$ cat config.mk
export PLATFORM = sky130hd
export DESIGN_NAME = sw_bounce_gen_flat
export DESIGN_NICKNAME = d
export VERILOG_FILES = /design/src/rtl/sw_bounce_gen_if.sv /design/src/rtl/sw_bounce_gen.sv /design/src/flat_wrapper.sv
export SDC_FILE = /design/constraint.sdc
export NUM_CORES = 1
export LEC_CHECK = 0
export ABC_CLOCK_PERIOD_IN_PS = 6500
export CORE_MARGIN = 5
export CORE_UTILIZATION = 60
export DETAILED_ROUTE_END_ITERATION = 16
export PLACE_DENSITY = 0.78
export SLEW_MARGIN = 10
export SYNTH_ARGS = -nofsm -noshare
export SYNTH_HDL_FRONTEND = slang
export SYNTH_SLANG_ARGS = --single-unit
$ cat constraint.sdc
create_clock -name clk -period 6.5 [get_ports clk]
set_clock_uncertainty 0.05 [all_clocks]
set_input_delay 0.65 -clock clk [delete_from_list [all_inputs] [get_ports clk]]
set_output_delay 0.65 -clock clk [all_outputs]
set_load 0.005 [all_outputs]
$ cat src/rtl/sw_bounce_gen_if.sv
// rtl/sw_bounce_gen_if.sv - signal bundle between a bounce emulator and its driver/consumer
//
// level_in : clean requested switch level (driver -> emulator)
// en       : 1 = bounce emulation, 0 = bypass (driver -> emulator)
// sw_out   : emulated bouncy switch signal (emulator -> consumer)
// busy     : bounce window in progress (emulator -> consumer)
// done     : one-cycle pulse when sw_out settles (emulator -> consumer)
interface sw_bounce_gen_if;
    logic level_in;
    logic en;
    logic sw_out;
    logic busy;
    logic done;

    modport master (
        output level_in,
        output en,
        input  sw_out,
        input  busy,
        input  done
    );

    modport slave (
        input  level_in,
        input  en,
        output sw_out,
        output busy,
        output done
    );
endinterface

$ cat src/rtl/sw_bounce_gen.sv
// rtl/sw_bounce_gen.sv - bouncy switch emulator driven from a clean level request
//
// clk   : system clock, rising edge
// rst_n : asynchronous active-low reset
// bus   : slave side of sw_bounce_gen_if (level_in, en in; sw_out, busy, done out, all registered)
module sw_bounce_gen #(
    parameter int unsigned CW          = 24,
    parameter int unsigned BOUNCE_CYC  = 262144,
    parameter int unsigned GLITCH_LOG2 = 4,
    parameter logic [15:0] LFSR_SEED   = 16'hACE1
) (
    input  logic            clk,
    input  logic            rst_n,
    sw_bounce_gen_if.slave  bus
);

    localparam logic [CW-1:0] WIN_LAST = CW'(BOUNCE_CYC - 1);
    // Low GLITCH_LOG2 bits of the counter; a new random sample is taken when they wrap to zero.
    localparam logic [CW-1:0] GMASK    = CW'((64'd1 << GLITCH_LOG2) - 64'd1);

    typedef enum logic {
        IDLE   = 1'b0,
        BOUNCE = 1'b1
    } state_t;

    state_t        state, state_nxt;
    logic          lvl, lvl_nxt;
    logic          target, target_nxt;
    logic [CW-1:0] cnt, cnt_nxt;
    logic [CW-1:0] cnt_dec;
    logic [15:0]   lfsr, lfsr_nxt;
    logic          sw, sw_nxt;
    logic          busy_r, busy_nxt;
    logic          done_r, done_nxt;
    logic          level_in;
    logic          en;

    assign level_in = bus.level_in;
    assign en       = bus.en;
    assign cnt_dec  = cnt - 1'b1;

    // Fibonacci LFSR, taps 16,14,13,11; free-running so the bounce pattern differs per window.
    assign lfsr_nxt = {lfsr[14:0], lfsr[15] ^ lfsr[13] ^ lfsr[12] ^ lfsr[10]};

    always_ff @(posedge clk or negedge rst_n) begin
        if (!rst_n) begin
            state  <= IDLE;
            lvl    <= 1'b0;
            target <= 1'b0;
            cnt    <= '0;
            lfsr   <= LFSR_SEED;
            sw     <= 1'b0;
            busy_r <= 1'b0;
            done_r <= 1'b0;
        end else begin
            state  <= state_nxt;
            lvl    <= lvl_nxt;
            target <= target_nxt;
            cnt    <= cnt_nxt;
            lfsr   <= lfsr_nxt;
            sw     <= sw_nxt;
            busy_r <= busy_nxt;
            done_r <= done_nxt;
        end
    end

    always_comb begin
        state_nxt = state;
        case (state)
            IDLE: begin
                if (en && (level_in != lvl)) begin
                    state_nxt = BOUNCE;
                end
            end
            BOUNCE: begin
                if (!en) begin
                    state_nxt = IDLE;
                end else if (level_in != target) begin
                    state_nxt = BOUNCE;
                end else if (cnt == '0) begin
                    state_nxt = IDLE;
                end
            end
            default: state_nxt = IDLE;
        endcase
    end

    always_comb begin
        lvl_nxt    = lvl;
        target_nxt = target;
        cnt_nxt    = cnt;
        sw_nxt     = sw;
        busy_nxt   = busy_r;
        done_nxt   = 1'b0;
        case (state)
            IDLE: begin
                if (!en) begin
                    lvl_nxt = level_in;
                    sw_nxt  = level_in;
                end else if (level_in != lvl) begin
                    target_nxt = level_in;
                    cnt_nxt    = WIN_LAST;
                    busy_nxt   = 1'b1;
                    sw_nxt     = lfsr[0];
                end
            end
            BOUNCE: begin
                if (!en) begin
                    sw_nxt   = level_in;
                    lvl_nxt  = level_in;
                    busy_nxt = 1'b0;
                end else if (level_in != target) begin
                    // Request changed mid-window (possibly back to lvl): restart a full window.
                    target_nxt = level_in;
                    cnt_nxt    = WIN_LAST;
                    sw_nxt     = lfsr[0];
                end else if (cnt == '0) begin
                    sw_nxt   = target;
                    lvl_nxt  = target;
                    busy_nxt = 1'b0;
                    done_nxt = 1'b1;
                end else begin
                    cnt_nxt = cnt_dec;
                    if ((cnt_dec & GMASK) == '0) begin
                        sw_nxt = lfsr[0];
                    end
                end
            end
            default: begin
                busy_nxt = 1'b0;
            end
        endcase
    end

    assign bus.sw_out = sw;
    assign bus.busy   = busy_r;
    assign bus.done   = done_r;

endmodule

$ cat src/flat_wrapper.sv
// flat-port wrapper written by rule: the top's interface ports become plain ports
module sw_bounce_gen_flat 
#(
    parameter int unsigned CW          = 24,
    parameter int unsigned BOUNCE_CYC  = 262144,
    parameter int unsigned GLITCH_LOG2 = 4,
    parameter logic [15:0] LFSR_SEED   = 16'hACE1
)
  (clk, rst_n, bus_level_in, bus_en, bus_sw_out, bus_busy, bus_done);
  sw_bounce_gen_if bus_i ();
  input  logic clk;
  input  logic rst_n;
  input wire logic [$bits(bus_i.level_in)-1:0] bus_level_in;
  input wire logic [$bits(bus_i.en)-1:0] bus_en;
  output wire logic [$bits(bus_i.sw_out)-1:0] bus_sw_out;
  output wire logic [$bits(bus_i.busy)-1:0] bus_busy;
  output wire logic [$bits(bus_i.done)-1:0] bus_done;
  assign bus_i.level_in = bus_level_in;
  assign bus_i.en = bus_en;
  assign bus_sw_out = bus_i.sw_out;
  assign bus_busy = bus_i.busy;
  assign bus_done = bus_i.done;
  sw_bounce_gen #(.CW(CW), .BOUNCE_CYC(BOUNCE_CYC), .GLITCH_LOG2(GLITCH_LOG2), .LFSR_SEED(LFSR_SEED)) u_core (.clk(clk), .rst_n(rst_n), .bus(bus_i));
endmodule
; After elaboration in Yosys (flattened, before gate mapping)
; Index checks and enable logic that the tools add are counted.
[totals]
wordCells = 71
input_bits = 4
output_inout_bits = 3
ff_bits = 46
[op_classes]
add_sub_neg = 1
reduce_logical = 8
muxes = 38
eq_ne = 12
n_bitwise = 4
[ops]
columns = operator, n
row1 = $mux 24, 5
row2 = $logic_not 24->1, 2
row3 = $pmux 24 s2, 1
row4 = $mux 1, 27
row5 = $sub 24x1->24 const B, 1
row6 = $reduce_and 4->1, 3
row7 = $pmux 1 s2, 5
row8 = $ne 3x3->1 const B, 3
row9 = $ne 2x2->1 const B, 4
row10 = $ne 5x5->1 const B, 1
row11 = $ne 3x2->1 const B, 1
row12 = $reduce_and 3->1, 1
row13 = $xor 1x1->1, 3
row14 = $ne 1x1->1, 2
row15 = $ne 2x1->1 const B, 1
row16 = $reduce_and 2->1, 1
row17 = $logic_and 1x1->1, 1
row18 = $not 1->1, 1

; Longest topological paths before layout
; Gate-level depths: netlist (run 1).
[depth]
ltp_word = 7
mapped_depth = 9
mapped_depth_nobuf = 8

; Worst setup path after synthesis (run 1)
; OpenSTA, ideal clock, no wires.
[synth_path]
kind = reg2reg
start = register u_core.cnt[12]
end = register u_core.sw (netlist: u_core.bus.sw_out)
path_slack_ps = 4045
path_stages_with_launch = 7
t_required_ps = 6325
arrival_time_ps = 2281
setup_ps = 125
cell_sequence = dfrtp_1 > or4_4 > or4b_4 > nor2_4 > nor3_1 > a22oi_1 > mux2_2
[synth_between]
elab_chain_len = 5
[synth_rtl]
columns = element, line
row1 = start: declaration, sw_bounce_gen.sv:29  ; logic [CW-1:0] cnt, cnt_nxt;
row2 = start signal: assignment, sw_bounce_gen.sv:59  ; cnt <= cnt_nxt;
row3 = $logic_not 24->1 (*), sw_bounce_gen.sv:117  ; end else if (cnt == '0) begin
row4 = $mux 1, sw_bounce_gen.sv:117
row5 = $mux 1, sw_bounce_gen.sv:112  ; end else if (level_in != target) begin
row6 = $mux 1, sw_bounce_gen.sv:108  ; if (!en) begin
row7 = $pmux 1 s2, sw_bounce_gen.sv:95  ; case (state)
row8 = end signal: assignment, sw_bounce_gen.sv:61  ; sw <= sw_nxt;
row9 = end: declaration, sw_bounce_gen.sv:32  ; logic sw, sw_nxt;
; Every way passes the cells marked *; elsewhere a longest branch is shown, timed or not.
; A chain may end at the register's enable or synchronous reset.

; Final worst setup path (run 1)
[layout_path]
start = input bus_level_in
end = register u_core.sw (netlist: u_core.bus.sw_out)
[layout_between]
elab_chain_len = 4
[layout_rtl]
columns = element, line
row1 = start: declaration, flat_wrapper.sv:13  ; input wire logic [$bits(bus_i.level_in)-1:0] bus_level_in;
row2 = $ne 1x1->1, sw_bounce_gen.sv:112
row3 = $mux 1, sw_bounce_gen.sv:112
row4 = $mux 1, sw_bounce_gen.sv:108
row5 = $pmux 1 s2, sw_bounce_gen.sv:95
; Several ways; a longest one is shown, not always the timed one.

==> impl_metrics.py, run 1 <==
metrics = {
    "cts": {
        "path_clk_slew_ps": 140,
        "cts_made_buffers": 5,
        "hold_buffers": 0,
        "cts_resized": 0,
        "cts-root-buf": "clkbuf_4",
        "cts_tree": "done",
        "post_cts_buffers": 0,
        "h-tree-depth": 2,
        "clockBufferDepth": 2,
        "clock_latency_ps": 370,
        "cts.sinks": 46,
    },
    "drt": {
        "vias": 1637,
        "drt_iter0_drc": 114,
        "wl_per_cell_microns": 15.5,
        "drt-pass1-iter-count": 5,
        "via_per_inst": 6.13,
        "routed_wl_microns": 4150,
        "ant_nets": 0,
        "route.detailed.drc": 0,
    },
    "timing": {
        "finalMaxSlewViolations": 0,
        "final_hold_viol_count": 0,
        "worstMarginPinSlew_ps": 1140,
        "hold_ws_ps": 311,
        "slew_headroom_pct": 23.4,
        "setup_ws_ps": 3480,
        "fin_tns_setup_ps": 0,
        "min_period_ps": 3020,
        "max_freq_mhz": 331,
        "finalSetupViolCount": 0,
        "rsz0062_at_grt": "false",
        "finalCritPeriodShare_pct": 46.5,
    },
    "status": {
        "status": "finished, final reports clean",
    },
    "global_routing": {
        "grt_pass1_wl_microns": 7330,
        "track_usage_pct": 18.7,
        "grt_start_max_net_pins": 47,
        "grt_antenna_before_repair": 0,
        "grt_pass1_vias": 1579,
        "gr-total-overflow": 0,
    },
    "logic_synthesis": {
        "synth_area_sq_um": 2160,
        "ys_seq_area_share_pct": 53.6,
        "synthDistinctLibCells": 44,
        "yosysWarningCount": 0,
        "synth_top_flop_cell": "dfrtp_1",
        "netlist_instances": 214,
        "avgSynthCellArea_sq_um": 10.1,
        "synth.ff_latch_count": 46,
        "async_flop_share_pct": 100,
        "syn-num-nets": 221,
        "synth_edf_count": 0,
    },
    "pwr": {
        "ir_drop_uv": 126,
        "p_per_area_nw_per_um2": 221,
        "p_total_uw": 511,
        "p_leak_uw": 0.000856,
    },
    "floorplanning": {
        "start_util_pct": 63.4,
        "die_area_sq_um": 4910,
        "num_rows": 21,
        "io_pins": 7,
        "die_w_microns": 70.1,
        "die_y_microns": 70.1,
        "core_sq_um": 3420,
    },
    "placed_design": {
        "hpwlAfterDp_microns": 2870,
        "port_buffers": 6,
        "dp_slack_ps": 3160,
        "place.gp.congestion": 0.903,
        "dpl.cell_count": 259,
    },
    "worst_hold_path": {
        "hold_class": "reg -> reg",
        "min_to": "u_core.lfsr[5]",
        "hold_start": "u_core.lfsr[4]",
        "holdPathStages": 0,
    },
    "worst_setup_path": {
        "reg2reg_depth": 8,
        "arrival_ps": 3250,
        "crit_type": "in -> reg",
        "crit_fanout": 17,
        "cp.required_ps": 6730,
        "reg2reg_from": "u_core.cnt[0]",
        "startpoint_type": "input port",
        "crit_buf_inv": 1,
        "critPathTopFamily": "compound AO/OA/AOI/OAI gates",
        "crit_path_max_incr_delay_ps": 900,
        "end_kind": "register",
        "cp-startpoint": "bus_level_in",
        "reg2reg_setup_slack_ps": 3590,
        "crit_chain": "clkdlybuf4s50_1, xor2_1, o21ai_1, nor3_1, a22oi_1, mux2_2",
        "rr_endpoint": "u_core.cnt[22]",
        "critPathSlowestCell": "o21ai_1",
    },
    "layout": {
        "drive_gt1_share_pct": 11.8,
        "diodes": 0,
        "layout_common_cells": "dfrtp_1, nor2_1, nand2_1, nor3_1",
        "final_common_cell": "dfrtp_1",
        "nets": 227,
        "final_cells": 267,
        "syn2layout_area_growth_pct": 6.71,
    },
    "run": {
        "drv_cap": 0,
    },
}
-- per-layer routing --
layer / global-route usage [%] / wire length [microns] / vias up
li1: - / - / 778
met1: 25.5 / 1840 / 800
met2: 29.3 / 2040 / 52
met3: 3.59 / 196 / 7
met4: 7.66 / 72 / 0
met5: 0 / 0 / -
-- worst max-delay path by stage --
stage | endpoint | slack [ps] | cells past startpoint
after floorplan | u_core.bus.sw_out | 4040 | 6
after global placement | u_core.bus.sw_out | 3260 | 6
after detailed placement | u_core.bus.sw_out | 3160 | 6
after CTS | u_core.bus.sw_out | 3560 | 6
after global routing | u_core.bus.sw_out | 3290 | 6
final | u_core.bus.sw_out | 3480 | 6
-- through the flow --
step                instance area, sq um  util, %
global route                        2310     67.6
floorplan                           2160        -
global placement                    2250     65.8
CTS                                 2310     67.6
detailed placement                  2250     65.8
finish                              2310     67.6
-- synthesized netlist by cell type (3+ instances only) --
cell type / number / area, sq um
ha_1: 3 / 37.5
nand4_1: 3 / 18.8
o21ai_0: 9 / 45.0
a31oi_1: 7 / 43.8
xnor2_1: 13 / 114
nand2b_1: 4 / 25.0
xor2_1: 3 / 26.3
nand2_1: 20 / 75.1
nor2_1: 24 / 90.1
dfrtp_1: 38 / 951
dfstp_2: 8 / 210
o31ai_1: 4 / 30.0
a21oi_1: 13 / 65.1
nor3_1: 14 / 70.1
clkbuf_1: 6 / 22.5
nor4_1: 10 / 62.6
-- area by class of cell --
| cell class | count | area, sq um |
|---|---|---|
| clock inverter | 3 | 25.0 |
| clock buffer | 5 | 37.5 |
| sequential | 46 | 1160 |
| inverter | 2 | 7.51 |
| fill | 265 | 1110 |
| tap | 46 | 57.6 |
| multi-input combinational | 159 | 966 |
| timing repair buffer | 6 | 55.1 |
-- flip-flops by register name, indices dropped and copies added, names as in the netlist --
name               flops
u_core.bus.busy        1
u_core.bus.done        1
u_core.bus.sw_out      1
u_core.cnt            24
u_core.lfsr           16
u_core.lvl             1
u_core.state           1
u_core.target          1
-- kinds of logic (layout without fill, tap and decap cells) --
family	after synthesis	after routing	synth area share, %
AND/OR/NAND/NOR	94	94	22.9
buffers and inverters	9	16	1.73
flip-flops	46	46	53.6
adder cells (fa/ha/maj)	3	3	1.73
XOR/XNOR	16	16	6.47
AO/OA/AOI/OAI	44	44	12.5
multiplexers	2	2	0.983
-- power breakdown --
| group | switching (uW) | internal [uW] |
|---|---|---|
| clock network | 97.6 | 44.2 |
| logic | 37.6 | 21.2 |
| registers | 13.9 | 297 |
| total | 149 | 362 |
Note: power is estimated with default switching activity, not from simulation.
==> run 2: changes to the inputs <==
--- a/config.mk
+++ b/config.mk
@@ -5,7 +5,7 @@
 export SDC_FILE = /design/constraint.sdc
 export NUM_CORES = 1
 export LEC_CHECK = 0
-export ABC_CLOCK_PERIOD_IN_PS = 6500
+export ABC_CLOCK_PERIOD_IN_PS = 3000
 export CORE_MARGIN = 5
 export CORE_UTILIZATION = 60
 export DETAILED_ROUTE_END_ITERATION = 16
==> constraint.sdc (replaced) <==
create_clock -name clk -period 3 [get_ports clk]
set_clock_uncertainty 0.05 [all_clocks]
set_input_delay 0.3 -clock clk [delete_from_list [all_inputs] [get_ports clk]]
set_output_delay 0.3 -clock clk [all_outputs]
set_load 0.005 [all_outputs]
==> run 2 against run 1 <==
Net effect: combinational power grew 140%; worst hold slack lost 310 ps; sequential share of layout area shrank 0.80 points; largest power group unchanged.
==> impl_metrics.py, run 2 (synthesized netlist as in run 1, its figures left out) <==
metrics = {
    "cts": {
        "post_cts_buffers": 0,
        "cts_tree": "done",
        "cts.sinks": 46,
        "clock_latency_ps": 370,
        "cts_made_buffers": 5,
        "path_clk_slew_ps": 140,
        "cts_resized": 0,
        "clockBufferDepth": 2,
        "h-tree-depth": 2,
        "hold_buffers": 0,
        "cts-root-buf": "clkbuf_4",
    },
    "worst_hold_path": {
        "hold_class": "in -> async",
    },
    "worst_setup_path": {
        "startpoint_type": "register",
        "cp.required_ps": 3230,
        "arrival_ps": 3000,
        "crit_type": "reg -> reg",
        "end_kind": "register",
        "crit_fanout": 6,
    },
    "placed_design": {
        "port_buffers": 6,
        "hpwlAfterDp_microns": 3030,
        "place.gp.congestion": 0.945,
    },
    "layout": {
        "diodes": 0,
        "nFillCells": 254,
        "final_common_cell": "dfrtp_1",
        "drive_gt1_share_pct": 13.7,
        "largest_reg_flops": 24,
        "syn2layout_area_growth_pct": 8.44,
        "largest-register": "u_core.cnt",
        "layout_common_cells": "dfrtp_1, nor2_1, nand2_1, nor3_1",
        "reg.largest.list": "u_core.cnt (24), u_core.lfsr (16)",
        "nets": 232,
    },
    "run": {
        "drv_cap": 0,
    },
    "global_routing": {
        "grt_start_max_net_pins": 47,
        "gr-total-overflow": 0,
        "track_usage_pct": 19.8,
        "grt_pass1_wl_microns": 7810,
        "grt_antenna_before_repair": 0,
        "grt_pass1_vias": 1735,
    },
    "floorplanning": {
        "die_area_sq_um": 4910,
        "core_sq_um": 3420,
        "die_w_microns": 70.1,
        "die_y_microns": 70.1,
        "io_pins": 7,
        "num_rows": 21,
        "start_util_pct": 63.4,
    },
    "timing": {
        "final_hold_viol_count": 0,
        "worstMarginPinSlew_ps": 968,
        "slew_headroom_pct": 35.5,
        "finalMaxSlewViolations": 0,
        "hold_ws_ps": 2.80,
        "rsz0062_at_grt": "false",
        "max_freq_mhz": 361,
        "min_period_ps": 2770,
        "finalSetupViolCount": 0,
        "fin_tns_setup_ps": 0,
        "finalCritPeriodShare_pct": 92.3,
    },
    "drt": {
        "route.detailed.drc": 0,
        "via_per_inst": 5.99,
        "vias": 1629,
        "ant_nets": 0,
        "routed_wl_microns": 4270,
        "drt-pass1-iter-count": 5,
        "wl_per_cell_microns": 15.7,
        "drt_iter0_drc": 105,
    },
    "pwr": {
        "p_per_area_nw_per_um2": 478,
        "p_leak_uw": 0.000881,
        "ir_drop_uv": 261,
    },
    "status": {
        "status": "finished, final reports clean",
    },
}
[run 2: per-layer routing]
| metal | global-route usage, % | part of all wire (%) | vias to the layer above |
|---|---|---|---|
| li1 | - | - | 786 |
| met1 | 24.8 | 46 | 798 |
| met2 | 32.7 | 47 | 33 |
| met3 | 4.16 | 3.8 | 12 |
| met4 | 9.15 | 2.4 | 0 |
| met5 | 0 | 0 | - |
[run 2: power by group]
part	leakage (uW)	total [uW]	internal (uW)	switching [uW]
clock	0.0000318	310	95.7	214
combinational	0.000337	140	53.9	86.2
sequential	0.000513	673	643	29.8
total	0.000881	1120	793	330
[run 2: worst paths after layout]
| path | startpoint | to | slack, ps | cells after the start |
|---|---|---|---|---|
| worst max-delay path | u_core.cnt[0] | u_core.cnt[22] | 230 | 8 |
| worst min-delay path | rst_n | u_core.target | 3 | 1 |
| worst max register to register | u_core.cnt[0] | u_core.cnt[22] | 230 | 8 |
| worst min register to register | u_core.lfsr[9] | u_core.lfsr[10] | 320 | 0 |
| max in group asynchronous | rst_n | u_core.lfsr[9] | 2290 | 1 |
| min in group clk | u_core.lfsr[9] | u_core.lfsr[10] | 320 | 0 |
[run 2: critical path, cell delays in order (launching register included)]
cell	delay, ps
dfrtp_1	460
inv_1	120
ha_1	210
or3b_2	500
nor3_2	220
nand3_1	220
nor4_1	530
a21oi_1	140
a31o_2	230
[run 2: cell type report]
type,instances,area (sq um),share of cell area (%)
multi-input cells,159,966,41.2
inverters,2,7.51,0.320
clock buffers,5,37.5,1.60
clock inverters,3,25.0,1.07
flip-flops and latches,46,1160,49.5
well taps,46,57.6,2.45
repair buffers,11,92.6,3.94
[run 2: per-stage QoR]
step	worst slack [ps]	power [uW]	utilization [%]	instance area (sq um)	std cells
global route	17.8	1180	68.7	2350	272
CTS	257	1140	68.7	2350	272
finish	232	1120	68.7	2350	272
detailed placement	236	824	66.9	2280	264
floorplan	545	763	-	2160	214
global placement	358	815	66.9	2280	264
